`src/rtl/issue_scheduler.sv`:
```
// -----------------------------------------------------------------------------
// issue_scheduler
//
// Dual-issue decode scheduler. It decides each cycle whether the two decode
// slots advance into the execute slots together, one at a time (split), or not
// at all (hazard stall). It also drives the fetch/decode stalls and the
// execute-slot bubble controls.
//
// Ports
//   clk, reset                      clock, synchronous active-high reset
//   valid_D1/D2                     decode slot holds a valid instruction
//   rs_D*/rt_D*                     decode-slot source registers
//   writeReg_D1, regWrite_D1        slot-1 destination and write enable
//   mem_D*, branch_D*               slot is load/store / decode-resolved branch
//   writeReg_E*, regWrite_E*,
//   memToReg_E*                     execute-stage producers
//   writeReg_M*, memToReg_M*        memory-stage loads
//   stall_F, stall_D                hold fetch PC and the decode pair register
//   flush_E1, flush_E2              load a bubble into the execute slot
//   issue_1, issue_2                decode slot advances into execute
//   stallCycles, splitCount         performance counters (ISSUE_PERF_CNT_EN)
//   state_dbg                       FSM state: 0 = PAIR, 1 = SECOND
//
// Optional feature: define ISSUE_PERF_CNT_EN to add the two 32-bit counters.
//
// Handshake: there is no valid/ready pair here; issue_x is the "slot x is
// accepted by execute this cycle" strobe and is purely combinational from the
// current state and inputs. stall_D=1 means the decode pair is held, so the
// same instructions are presented again next cycle.
// -----------------------------------------------------------------------------
module issue_scheduler (
    input  logic        clk,
    input  logic        reset,
    input  logic        valid_D1,
    input  logic        valid_D2,
    input  logic [4:0]  rs_D1,
    input  logic [4:0]  rt_D1,
    input  logic [4:0]  rs_D2,
    input  logic [4:0]  rt_D2,
    input  logic [4:0]  writeReg_D1,
    input  logic        regWrite_D1,
    input  logic        mem_D1,
    input  logic        mem_D2,
    input  logic        branch_D1,
    input  logic        branch_D2,
    input  logic [4:0]  writeReg_E1,
    input  logic [4:0]  writeReg_E2,
    input  logic        regWrite_E1,
    input  logic        regWrite_E2,
    input  logic        memToReg_E1,
    input  logic        memToReg_E2,
    input  logic [4:0]  writeReg_M1,
    input  logic [4:0]  writeReg_M2,
    input  logic        memToReg_M1,
    input  logic        memToReg_M2,
    output logic        stall_F,
    output logic        stall_D,
    output logic        flush_E1,
    output logic        flush_E2,
    output logic        issue_1,
    output logic        issue_2,
`ifdef ISSUE_PERF_CNT_EN
    output logic [31:0] stallCycles,
    output logic [31:0] splitCount,
`endif
    output logic        state_dbg
);

    typedef enum logic {
        PAIR   = 1'b0,
        SECOND = 1'b1
    } state_t;

    state_t state, state_next;

    // Register 0 is hardwired to zero, so it never carries a dependence.
    function automatic logic match(input logic [4:0] r, input logic [4:0] w);
        return (r == w) && (w != 5'd0);
    endfunction

    function automatic logic src_match(input logic [4:0] rs, input logic [4:0] rt,
                                       input logic [4:0] w);
        return match(rs, w) || match(rt, w);
    endfunction

    logic hz_lu_1, hz_lu_2, hz_br_1, hz_br_2, hz_1, hz_2, split;

    always_comb begin
        hz_lu_1 = valid_D1 &&
                  ((src_match(rs_D1, rt_D1, writeReg_E1) && regWrite_E1 && memToReg_E1) ||
                   (src_match(rs_D1, rt_D1, writeReg_E2) && regWrite_E2 && memToReg_E2));
        hz_lu_2 = valid_D2 &&
                  ((src_match(rs_D2, rt_D2, writeReg_E1) && regWrite_E1 && memToReg_E1) ||
                   (src_match(rs_D2, rt_D2, writeReg_E2) && regWrite_E2 && memToReg_E2));
        // Branches resolve in decode, so any in-flight ALU result in E or any
        // load still in M is not yet forwardable to the comparator.
        hz_br_1 = valid_D1 && branch_D1 &&
                  ((src_match(rs_D1, rt_D1, writeReg_E1) && regWrite_E1) ||
                   (src_match(rs_D1, rt_D1, writeReg_E2) && regWrite_E2) ||
                   (src_match(rs_D1, rt_D1, writeReg_M1) && memToReg_M1) ||
                   (src_match(rs_D1, rt_D1, writeReg_M2) && memToReg_M2));
        hz_br_2 = valid_D2 && branch_D2 &&
                  ((src_match(rs_D2, rt_D2, writeReg_E1) && regWrite_E1) ||
                   (src_match(rs_D2, rt_D2, writeReg_E2) && regWrite_E2) ||
                   (src_match(rs_D2, rt_D2, writeReg_M1) && memToReg_M1) ||
                   (src_match(rs_D2, rt_D2, writeReg_M2) && memToReg_M2));
        hz_1 = hz_lu_1 || hz_br_1;
        hz_2 = hz_lu_2 || hz_br_2;
        // A slot-2 read of slot-1's result, or two memory ops (single memory
        // port), forces the pair apart. A shared destination alone is safe
        // because the two slots retire in order.
        split = valid_D1 && valid_D2 &&
                ((regWrite_D1 && src_match(rs_D2, rt_D2, writeReg_D1)) ||
                 (mem_D1 && mem_D2));
    end

    always_ff @(posedge clk) begin
        if (reset) state <= PAIR;
        else       state <= state_next;
    end

    always_comb begin
        state_next = state;
        stall_F    = 1'b0;
        stall_D    = 1'b0;
        flush_E1   = 1'b0;
        flush_E2   = 1'b0;
        issue_1    = 1'b0;
        issue_2    = 1'b0;
        if (reset) begin
            flush_E1   = 1'b1;
            flush_E2   = 1'b1;
            state_next = PAIR;
        end else begin
            case (state)
                PAIR: begin
                    if (hz_1) begin
                        stall_F  = 1'b1;
                        stall_D  = 1'b1;
                        flush_E1 = 1'b1;
                        flush_E2 = 1'b1;
                    end else if (valid_D2 && (split || hz_2)) begin
                        // Issue slot 1 alone and keep the pair in decode.
                        issue_1    = 1'b1;
                        flush_E2   = 1'b1;
                        stall_F    = 1'b1;
                        stall_D    = 1'b1;
                        state_next = SECOND;
                    end else begin
                        issue_1  = valid_D1;
                        issue_2  = valid_D2;
                        flush_E1 = !valid_D1;
                        flush_E2 = !valid_D2;
                    end
                end
                SECOND: begin
                    if (hz_2) begin
                        stall_F  = 1'b1;
                        stall_D  = 1'b1;
                        flush_E1 = 1'b1;
                        flush_E2 = 1'b1;
                    end else begin
                        // Slot 1 already went; only slot 2 is released.
                        issue_2    = valid_D2;
                        flush_E1   = 1'b1;
                        flush_E2   = !valid_D2;
                        state_next = PAIR;
                    end
                end
                default: state_next = PAIR;
            endcase
        end
    end

    assign state_dbg = (state == SECOND);

`ifdef ISSUE_PERF_CNT_EN
    always_ff @(posedge clk) begin
        if (reset) begin
            stallCycles <= 32'd0;
            splitCount  <= 32'd0;
        end else begin
            if (stall_D)
                stallCycles <= stallCycles + 32'd1;
            if (state == PAIR && state_next == SECOND)
                splitCount <= splitCount + 32'd1;
        end
    end
`endif

endmodule
```
`config.mk`:
```
export PLATFORM = sky130hd
export DESIGN_NAME = issue_scheduler
export DESIGN_NICKNAME = d
export VERILOG_FILES = /design/src/rtl/issue_scheduler.sv
export SDC_FILE = /design/constraint.sdc
export NUM_CORES = 1
export LEC_CHECK = 0
export ABC_AREA = 1
export BUFFER_PORTS_ARGS = -buffer_cell sky130_fd_sc_hd__buf_2
export CORE_ASPECT_RATIO = 1.5
export CORE_MARGIN = 2
export CORE_UTILIZATION = 51
export CTS_BUF_LIST = sky130_fd_sc_hd__clkbuf_2 sky130_fd_sc_hd__clkbuf_4 sky130_fd_sc_hd__clkbuf_8
export CTS_CLUSTER_DIAMETER = 60
export DETAILED_ROUTE_END_ITERATION = 10
export PLACE_DENSITY_LB_ADDON = 0.12
export SLEW_MARGIN = 20
export SYNTH_ARGS = -nofsm -noshare
export SYNTH_HDL_FRONTEND = slang
export SYNTH_SLANG_ARGS = --single-unit
```
`constraint.sdc`:
```
create_clock -name clk -period 1.6 [get_ports clk]
set_input_delay 0.08 -clock clk [delete_from_list [all_inputs] [get_ports clk]]
set_output_delay 0.08 -clock clk [all_outputs]
set_load 0.02 [all_outputs]
```
# Yosys cells after proc, flatten, opt, wreduce, memory -nomap -nowiden
# Cells that the tools add are included.
# totals
wordCells	114
rom_bits	0
ff_bits	1
n_memories	0
mem_bits_rw	0
in_bits	60
output_inout_bits	7
latch_bits	0
# classes
n_div	0
n_mul	0
add_sub_neg	0
shift	0
n_lt_le_gt_ge	0
eq_ne	18
muxes	25
n_bitwise	1
n_reduce_logical	69
# ops
cell	n
equality test 5 bit	18
logical AND 1 bit	41
nonzero test 5 bit	5
logical OR 1 bit	21
2-to-1 mux 1 bit	20
case mux 1 bit (2 select lines)	5
zero test 1 bit	2
inverter 1 bit	1

# Logic depth before layout (Yosys ltp)
# Gate-level depths: netlist (run 1).
# logic_depth
word_depth	15
mapped_depth	16
depth_no_buf	15

# Worst setup path after synthesis (run 1)
# OpenSTA, ideal clock, no wires.
# synth_path
path_kind	input-to-output
startpoint	in rs_D2[2]
endpoint	out stall_F
cell_stages	16
arrival_ns	1.413
required_ns	1.520
path_slack_ns	0.107
path_buffers	2
cell_sequence	buf_2 -> inv_1 -> nand2_1 -> nand2_1 -> nor2_1 -> nand3_1 -> nand2_1 -> nand2_1 -> nand2_1 -> nand2_1 -> nand2_1 -> nand2_2 -> nand3_1 -> nand2_1 -> nor2_2 -> buf_4
# synth_via
elab_chain_len	15
word_cells_on_any_way	38
classes_between	5 x eq/ne; 5 x mux; 28 x reduce/logical
# synth_rtl
item	line	rtl
start: declaration	38	input logic [4:0] rs_D2,
equality test 5 bit	78	return (r == w) && (w != 5'd0);
logical AND 1 bit	78	
logical OR 1 bit	83	return match(rs, w) || match(rt, w);
logical AND 1 bit (on tied branches)	n/a	
logical OR 1 bit	103	((src_match(rs_D2, rt_D2, writeReg_E1) && regWrite_E1) ||
logical OR 1 bit	104	(src_match(rs_D2, rt_D2, writeReg_E2) && regWrite_E2) ||
logical OR 1 bit	105	(src_match(rs_D2, rt_D2, writeReg_M1) && memToReg_M1) ||
logical AND 1 bit	102	hz_br_2 = valid_D2 && branch_D2 &&
logical OR 1 bit	108	hz_2 = hz_lu_2 || hz_br_2;
logical OR 1 bit	142	end else if (valid_D2 && (split || hz_2)) begin
logical AND 1 bit	142	
2-to-1 mux 1 bit (2 in a row)	n/a	
case mux 1 bit (2 select lines) *	n/a	
2-to-1 mux 1 bit *	n/a	
end: declaration	56	output logic stall_F,
# Every way passes the cells marked *; elsewhere a longest branch is shown, timed or not.

# Worst setup path after layout (run 1)
# layout_path
startpoint	in writeReg_M2[3]
endpoint	out issue_2
# layout_via
elab_chain_len	13
word_cells_on_any_way	26
classes_between	4 x eq/ne; 5 x mux; 17 x reduce/logical
# layout_rtl
item	line	rtl
start: declaration	53	input logic [4:0] writeReg_M2,
equality test 5 bit / nonzero test 5 bit (equally long branches)	78	
logical AND 1 bit	78	
logical OR 1 bit	83	
logical AND 1 bit	106	(src_match(rs_D2, rt_D2, writeReg_M2) && memToReg_M2));
logical OR 1 bit	105	
logical AND 1 bit	102	
logical OR 1 bit	108	
logical OR 1 bit	142	
logical AND 1 bit	142	
2-to-1 mux 1 bit	142	
2-to-1 mux 1 bit	137	if (hz_1) begin
case mux 1 bit (2 select lines) *	135	case (state)
2-to-1 mux 1 bit *	130	if (reset) begin
end: declaration	61	output logic issue_2,
# Marks and branches as above.

==> results of run 1 <==
-- final timing paths --
| path | end | slack [ns] | cells after the start |
|---|---|---|---|
| worst max-delay path | issue_2 | 0.08 | 13 |
| worst max register to register | state_dbg | 0.89 | 3 |
| worst min register to register | state_dbg | 0.59 | 2 |
| worst min-delay path | stall_D | 0.44 | 3 |
-- layout by cell type, fill, tap and decap left out, drive strengths merged --
master,Yosys,routed
nand4,2,2
nor3,1,1
a21oi,10,10
o21ai,6,6
nor2,37,37
or2,1,1
buf,10,61
xor2,28,28
nand3b,1,1
dfxtp,1,1
nand2,161,161
clkbuf,9,5
nand3,23,23
xnor2,18,18
inv,52,52
-- report_power, final --
part	internal, W	switching (W)	leakage [nW]
Combinational	0.000246	0.000346	1.33
Clock	0	0	0
Sequential	0.0000267	0.00000140	0.00812
Total	0.000273	0.000348	1.34
-- critical path: stages --
cell and delay, ns:
buf_4 0.13, inv_1 0.09, nand4_1 0.09, o21ai_0 0.14, inv_1 0.07, nand2_1 0.07
nand2_1 0.07, nand2_1 0.08, nand2_2 0.07, nand2_4 0.10, nand2_2 0.08, a21oi_1 0.17
buf_2 0.18
-- through the flow --
step	TNS (ns)	worst slack [ns]	area, sq um	utilization (%)	hold slack, ns
detailed placement	0	0.00241	1980	62.7	0.404
global route	-0.149	-0.0441	2130	67.5	0.440
floorplan	0	0.107	1700	-	0.211
CTS	0	0.0195	1980	62.8	0.403
global placement	0	0.0182	1980	62.7	0.383
finish	0	0.0803	2130	67.5	0.439
-- what timing repair did --
| action | CTS | global route |
|---|---|---|
| pin swaps | 0 | 17 |
| resized for setup | 1 | 76 |
| setup endpoints to repair | 2 | 7 |
| hold buffers | 0 | 0 |
| cloned | 0 | 0 |
-- cells by family (layout without fill, tap and decap cells) --
| kind of cell | Yosys count | after routing | synth area share [%] |
|---|---|---|---|
| and+or+nand+nor | 226 | 226 | 53.1 |
| DFF | 1 | 1 | 1.18 |
| xor gates and xnor gates | 46 | 46 | 23.7 |
| buffers and inverters | 71 | 118 | 17.4 |
| AOI/OAI and AO/OA | 16 | 16 | 4.71 |
-- Yosys cell counts (all sizes together) --
| master | number | area [sq um] |
|---|---|---|
| o21ai | 6 | 30.0 |
| nand3b | 1 | 7.51 |
| a21oi | 10 | 50.1 |
| inv | 52 | 195 |
| nor2 | 37 | 146 |
| or2 | 1 | 6.26 |
| clkbuf | 9 | 45.0 |
| nand4 | 2 | 12.5 |
| nand2 | 161 | 609 |
| nor3 | 1 | 5.00 |
| xnor2 | 18 | 158 |
| buf | 10 | 55.1 |
| dfxtp | 1 | 20.0 |
| xor2 | 28 | 245 |
| nand3 | 23 | 115 |
-- layout make-up --
type / count / share of cell area (%)
inverter: 52 / 9.27
multi-input combinational: 288 / 67.7
sequential: 1 / 0.939
tap: 40 / 2.35
timing repair buffer: 66 / 19.8
-- metal layers --
| layer | GRT usage [%] | vias to the layer above |
|---|---|---|
| li1 | - | 1153 |
| met1 | 32.4 | 949 |
| met2 | 57.0 | 76 |
| met3 | 0.198 | 4 |
| met4 | 1.20 | 0 |
| met5 | 0 | - |
==> out/summary.txt, run 1 <==
count of endpoints failing hold in the final timing report -> 0
area of the placeable core -> 3160 sq um
Avg Cell Area, Syn -> 4.72 sq um
type of element capturing the critical path -> primary output
fraction of final layout cells with drive strength greater than 1 -> 25.3%
Crit Path Max Fanout -> 5
filler instances -> 364
startpoint type of the worst setup path -> input pin
Worst Tran Pin Value -> 0.177 ns
antenna violations before repair -> 0
shortest period the worst path allows -> 1.52 ns
start point of the critical path -> writeReg_M2[3]
Post-Route M1 WL -> 2110 microns
number of maximum-capacitance violations -> 0
worst flop-to-flop path startpoint -> state_dbg
static power due to leakage -> 1.34 nW
max reg flops -> 1
clock skew -> 0 ns
number of global-route vias before repair -> 1891
clock latency of the later-clocked register in the worst-skew pair -> 0 ns
number of rows created at floorplan -> 25
type of the worst min-delay path -> in2out
storage element area -> 20.0 sq um
largest net degree at the start of global routing -> 8
Synthesis Warnings -> 0
Die Outline Area -> 3820 sq um
source of the worst hold timing path -> reset
footprint of the multi-input gates -> 1440 sq um
area delta synth->final -> 25.4%
highest clock rate -> 658 MHz
starting density of the core -> 53.8%
RSZ-0062 raised after global routing -> true
HPWL after detailed placement -> 4510 microns
final estimated routing congestion in global placement -> 0.946
post-route ant nets -> 0
post-CTS setup buffer count -> 0
number of distinct standard cells referenced by the synthesized netlist -> 20
Finish-stage setup viols -> 0
sum of overflow across all layers after global routing -> 0
VDD IR-drop max -> 0.156 mV
mapped cell area -> 1700 sq um
fraction of the cycle the final worst path needs -> 95.0%
Overall Power -> 0.000621 W
routed vias/inst -> 4.88
fraction of the yosys area taken by sequential cells -> 1.18%
CP Data Required Time -> 1.52 ns
I/O pin count -> 67
net count after synthesis -> 420
final WL -> 5240 microns
Tot GR Track Use -> 27.5%
critical path arrival -> 1.44 ns
Worst Path Class, Setup -> in2out
first-pass GRT wire length -> 8200 microns
number of nets in the layout -> 469
number of design rule violations left after detail routing -> 0
quantity of I/O buffers inserted on ports -> 66
Die Y-Extent -> 74.7 microns
vias post-DR -> 2182
number of cells in the design after placement -> 447
Met2 Wirelength -> 2790 microns
number of pins exceeding their max-slew limit in the final report -> 0
max layer used -> met4
#FFs+latches synth -> 1
final standard cell count with taps included and fillers excluded -> 447
Relative slew margins -> 88.1%
initial detailed-routing violation count -> 45
die width -> 51.1 microns
number of instances in the synthesized netlist -> 360
detailed-routed wire length on met3 -> 305 microns
Pre-antenna DRT Iters -> 4
status -> finished, final reports clean
power density normalized to cell area -> 291 nW/um^2
Routed wire per std cell -> 11.7 microns
n_diodes -> 0
No activity file was read; power rests on OpenSTA's default activity.
==> run 2: changes to the inputs <==
CAP_MARGIN = 10   (was unset)
CORE_UTILIZATION = 46   (was 51)
clock period = 1.3 ns   (was 1.6 ns; I/O delays follow)
==> run 2 against run 1 <==
The flow now finishes with violations (negative setup slack). Cell count increased by 4.3%. Clock skew unchanged. Sequential power increased by 23%. Sequential share of layout area decreased by 0.12 points. Flip-flop and latch count unchanged. Via count increased by 3.3%. Final area increased by 14%. Hold slack got worse by 0.043 ns. Critical path depth decreased by 1. Routed wire length increased by 5.2%. First-iteration DRC count increased by 20%. Power increased by 41%. Critical path type unchanged. Critical endpoint is now stall_F. Largest cell class unchanged. Largest power group unchanged.
==> out/summary.txt, run 2 (same netlist as run 1, synthesis figures left out) <==
critical path arrival -> 1.39 ns (-0.05 ns)
max reg flops -> 1 (unchanged)
area delta synth->final -> 42.9%
Worst Tran Pin Value -> 0.200 ns (+0.0233 ns)
starting density of the core -> 47.0% (-6.8 points)
largest net degree at the start of global routing -> 8 (unchanged)
routed vias/inst -> 4.84 (-0.87%)
type of element capturing the critical path -> primary output
Die Outline Area -> 4210 sq um (+10%)
violations in the final reports -> negative setup slack
worst flop-to-flop path startpoint -> state_dbg
worst reg2reg path endpoint -> state_dbg
Critical Path End -> stall_F
number of nets in the layout -> 485 (+3.4%)
Tot GR Track Use -> 27.6% (+0.092 points)
P_int -> 0.000415 W (+52%)
clock latency of the later-clocked register in the worst-skew pair -> 0 ns (unchanged)
I/O pin count -> 67 (unchanged)
final estimated routing congestion in global placement -> 0.946 (about the same)
worst path setup slack after routing -> -0.158 ns (-0.239 ns)
Worst Path Class, Setup -> in2out
startpoint type of the worst setup path -> input pin
antenna violations before repair -> 0 (unchanged)
Relative slew margins -> 86.6% (-1.5 points)
number of rows created at floorplan -> 27 (+8.0%)
count of endpoints failing hold in the final timing report -> 0 (unchanged)
Routed wire per std cell -> 11.8 microns (+0.94%)
path depth of the worst reg2reg path -> 4 (+1)
highest clock rate -> 686 MHz
type of the worst min-delay path -> in2out
proportion of power drawn by flip-flops and latches -> 3.9% (-0.6 points)
leading cell types in the layout, fill and taps excluded -> nand2_1 (151), buf_4 (34), inv_1 (29), xor2_1 (27)
vias post-DR -> 2255 (+3.3%)
sum of overflow across all layers after global routing -> 0 (unchanged)
post-route ant nets -> 0 (unchanged)
proportion of power drawn by the clock network -> 0% (unchanged)
switching power total -> 0.000461 W (+33%)
switching fraction of total power -> 52.6% (-3.4 points)
proportion of power drawn by combinational gates -> 96.1% (+0.6 points)
quantity of I/O buffers inserted on ports -> 66 (unchanged)
n_diodes -> 0 (unchanged)
initial detailed-routing violation count -> 54 (+20%)
number of pins exceeding their max-slew limit in the final report -> 0 (unchanged)
first-pass GRT wire length -> 9040 microns (+10%)
share of the core filled with cells -> 67.2% (-0.26 points)
Overall Power -> 0.000877 W (+41%)
fraction of final layout cells with drive strength greater than 1 -> 32.9% (+7.6 points)
final WL -> 5510 microns (+5.2%)
die width -> 53.6 microns (+4.9%)
Die Y-Extent -> 78.5 microns (+5.0%)
static power due to leakage -> 1.46 nW (+9.3%)
fraction of the cycle the final worst path needs -> 112%
VDD IR-drop max -> 0.287 mV (+84%)
RSZ-0062 raised after global routing -> true
Pre-antenna DRT Iters -> 4 (unchanged)
start point of the critical path -> writeReg_D1[1]
number of maximum-capacitance violations -> 0 (unchanged)
commonest non-fill, non-tap cell in the layout -> nand2_1
number of design rule violations left after detail routing -> 0 (unchanged)
setup slack of the most critical reg-to-reg path -> 0.51 ns (-0.38 ns)
Finish-stage setup viols -> 7 (+7)
power density normalized to cell area -> 361 nW/um^2 (+24%)
Crit Path Max Fanout -> 3 (-2)
clock skew -> 0 ns (unchanged)
HPWL after detailed placement -> 4700 microns (+4.4%)
CP Data Required Time -> 1.24 ns (-0.28 ns)
status -> complete, but fails checks
area of the placeable core -> 3610 sq um (+14%)
shortest period the worst path allows -> 1.46 ns
number of global-route vias before repair -> 2103 (+11%)
==> run 2: how the worst min path moves through the flow <==
stage               start  slack [ns]   endpoint  cells after the start
global placement    reset        0.41  state_dbg                      4
floorplan           reset        0.16    stall_D                      1
detailed placement  reset        0.41  state_dbg                      4
CTS                 reset        0.40    stall_D                      3
finish              reset        0.40    stall_D                      3
global route        reset        0.41    stall_F                      3
==> run 2: power by group through the flow <==
stage	Sequential (W)	Combinational [W]	Clock, W
after global placement	0.0000346	0.000705	0
after CTS	0.0000346	0.000787	0
after global routing	0.0000347	0.000930	0
after floorplan	0.0000361	0.000471	0
after detailed placement	0.0000346	0.000705	0
final	0.0000346	0.000842	0
==> run 2: worst max-delay path, cell delays in order <==
cell and delay, ns:
buf_6 0.10, xor2_1 0.15, nor3_2 0.23, nand3_1 0.10
nand2_1 0.08, nand2_1 0.05, nand2_1 0.07, nand3_2 0.10
nand3_2 0.11, nand2_2 0.08, nor2_4 0.12, buf_6 0.12
==> run 2: layout make-up <==
type                       instances  area (sq um)
fill                             378          1180
inverter                          52           205
multi-input combinational        288          1510
sequential                         1          20.0
tap                               43          53.8
timing repair buffer              82           637
==> run 2: repair_timing <==
action,CTS,global route
setup buffers,0,1
pin swaps,27,30
setup endpoints to repair,7,7
gates cloned,0,0
hold buffers,0,0
resized for setup,78,39
==> run 2: stage by stage <==
stage | cell area (sq um) | instances | setup slack (ns) | hold slack [ns] | TNS, ns
6_report | 2430 | 466 | -0.158 | 0.396 | -0.788
5_1_grt | 2430 | 466 | -0.286 | 0.412 | -1.73
4_1_cts | 2310 | 465 | -0.112 | 0.405 | -0.569
3_5_place_dp | 2120 | 465 | -0.276 | 0.410 | -1.54
3_3_place_gp | 2120 | 465 | -0.274 | 0.413 | -1.48
2_1_floorplan | 1800 | 360 | -0.0498 | 0.162 | -0.0969
==> run 2: routing by layer <==
| metal | wire length (microns) | GRT usage (%) | share of wire (%) | vias up |
|---|---|---|---|---|
| met4 | 174 | 6.92 | 3.2 | 0 |
| met2 | 3040 | 53.6 | 55 | 71 |
| met5 | 0 | 0 | 0 | - |
| li1 | - | - | - | 1185 |
| met1 | 2080 | 31.3 | 38 | 985 |
| met3 | 222 | 0.190 | 4.0 | 14 |
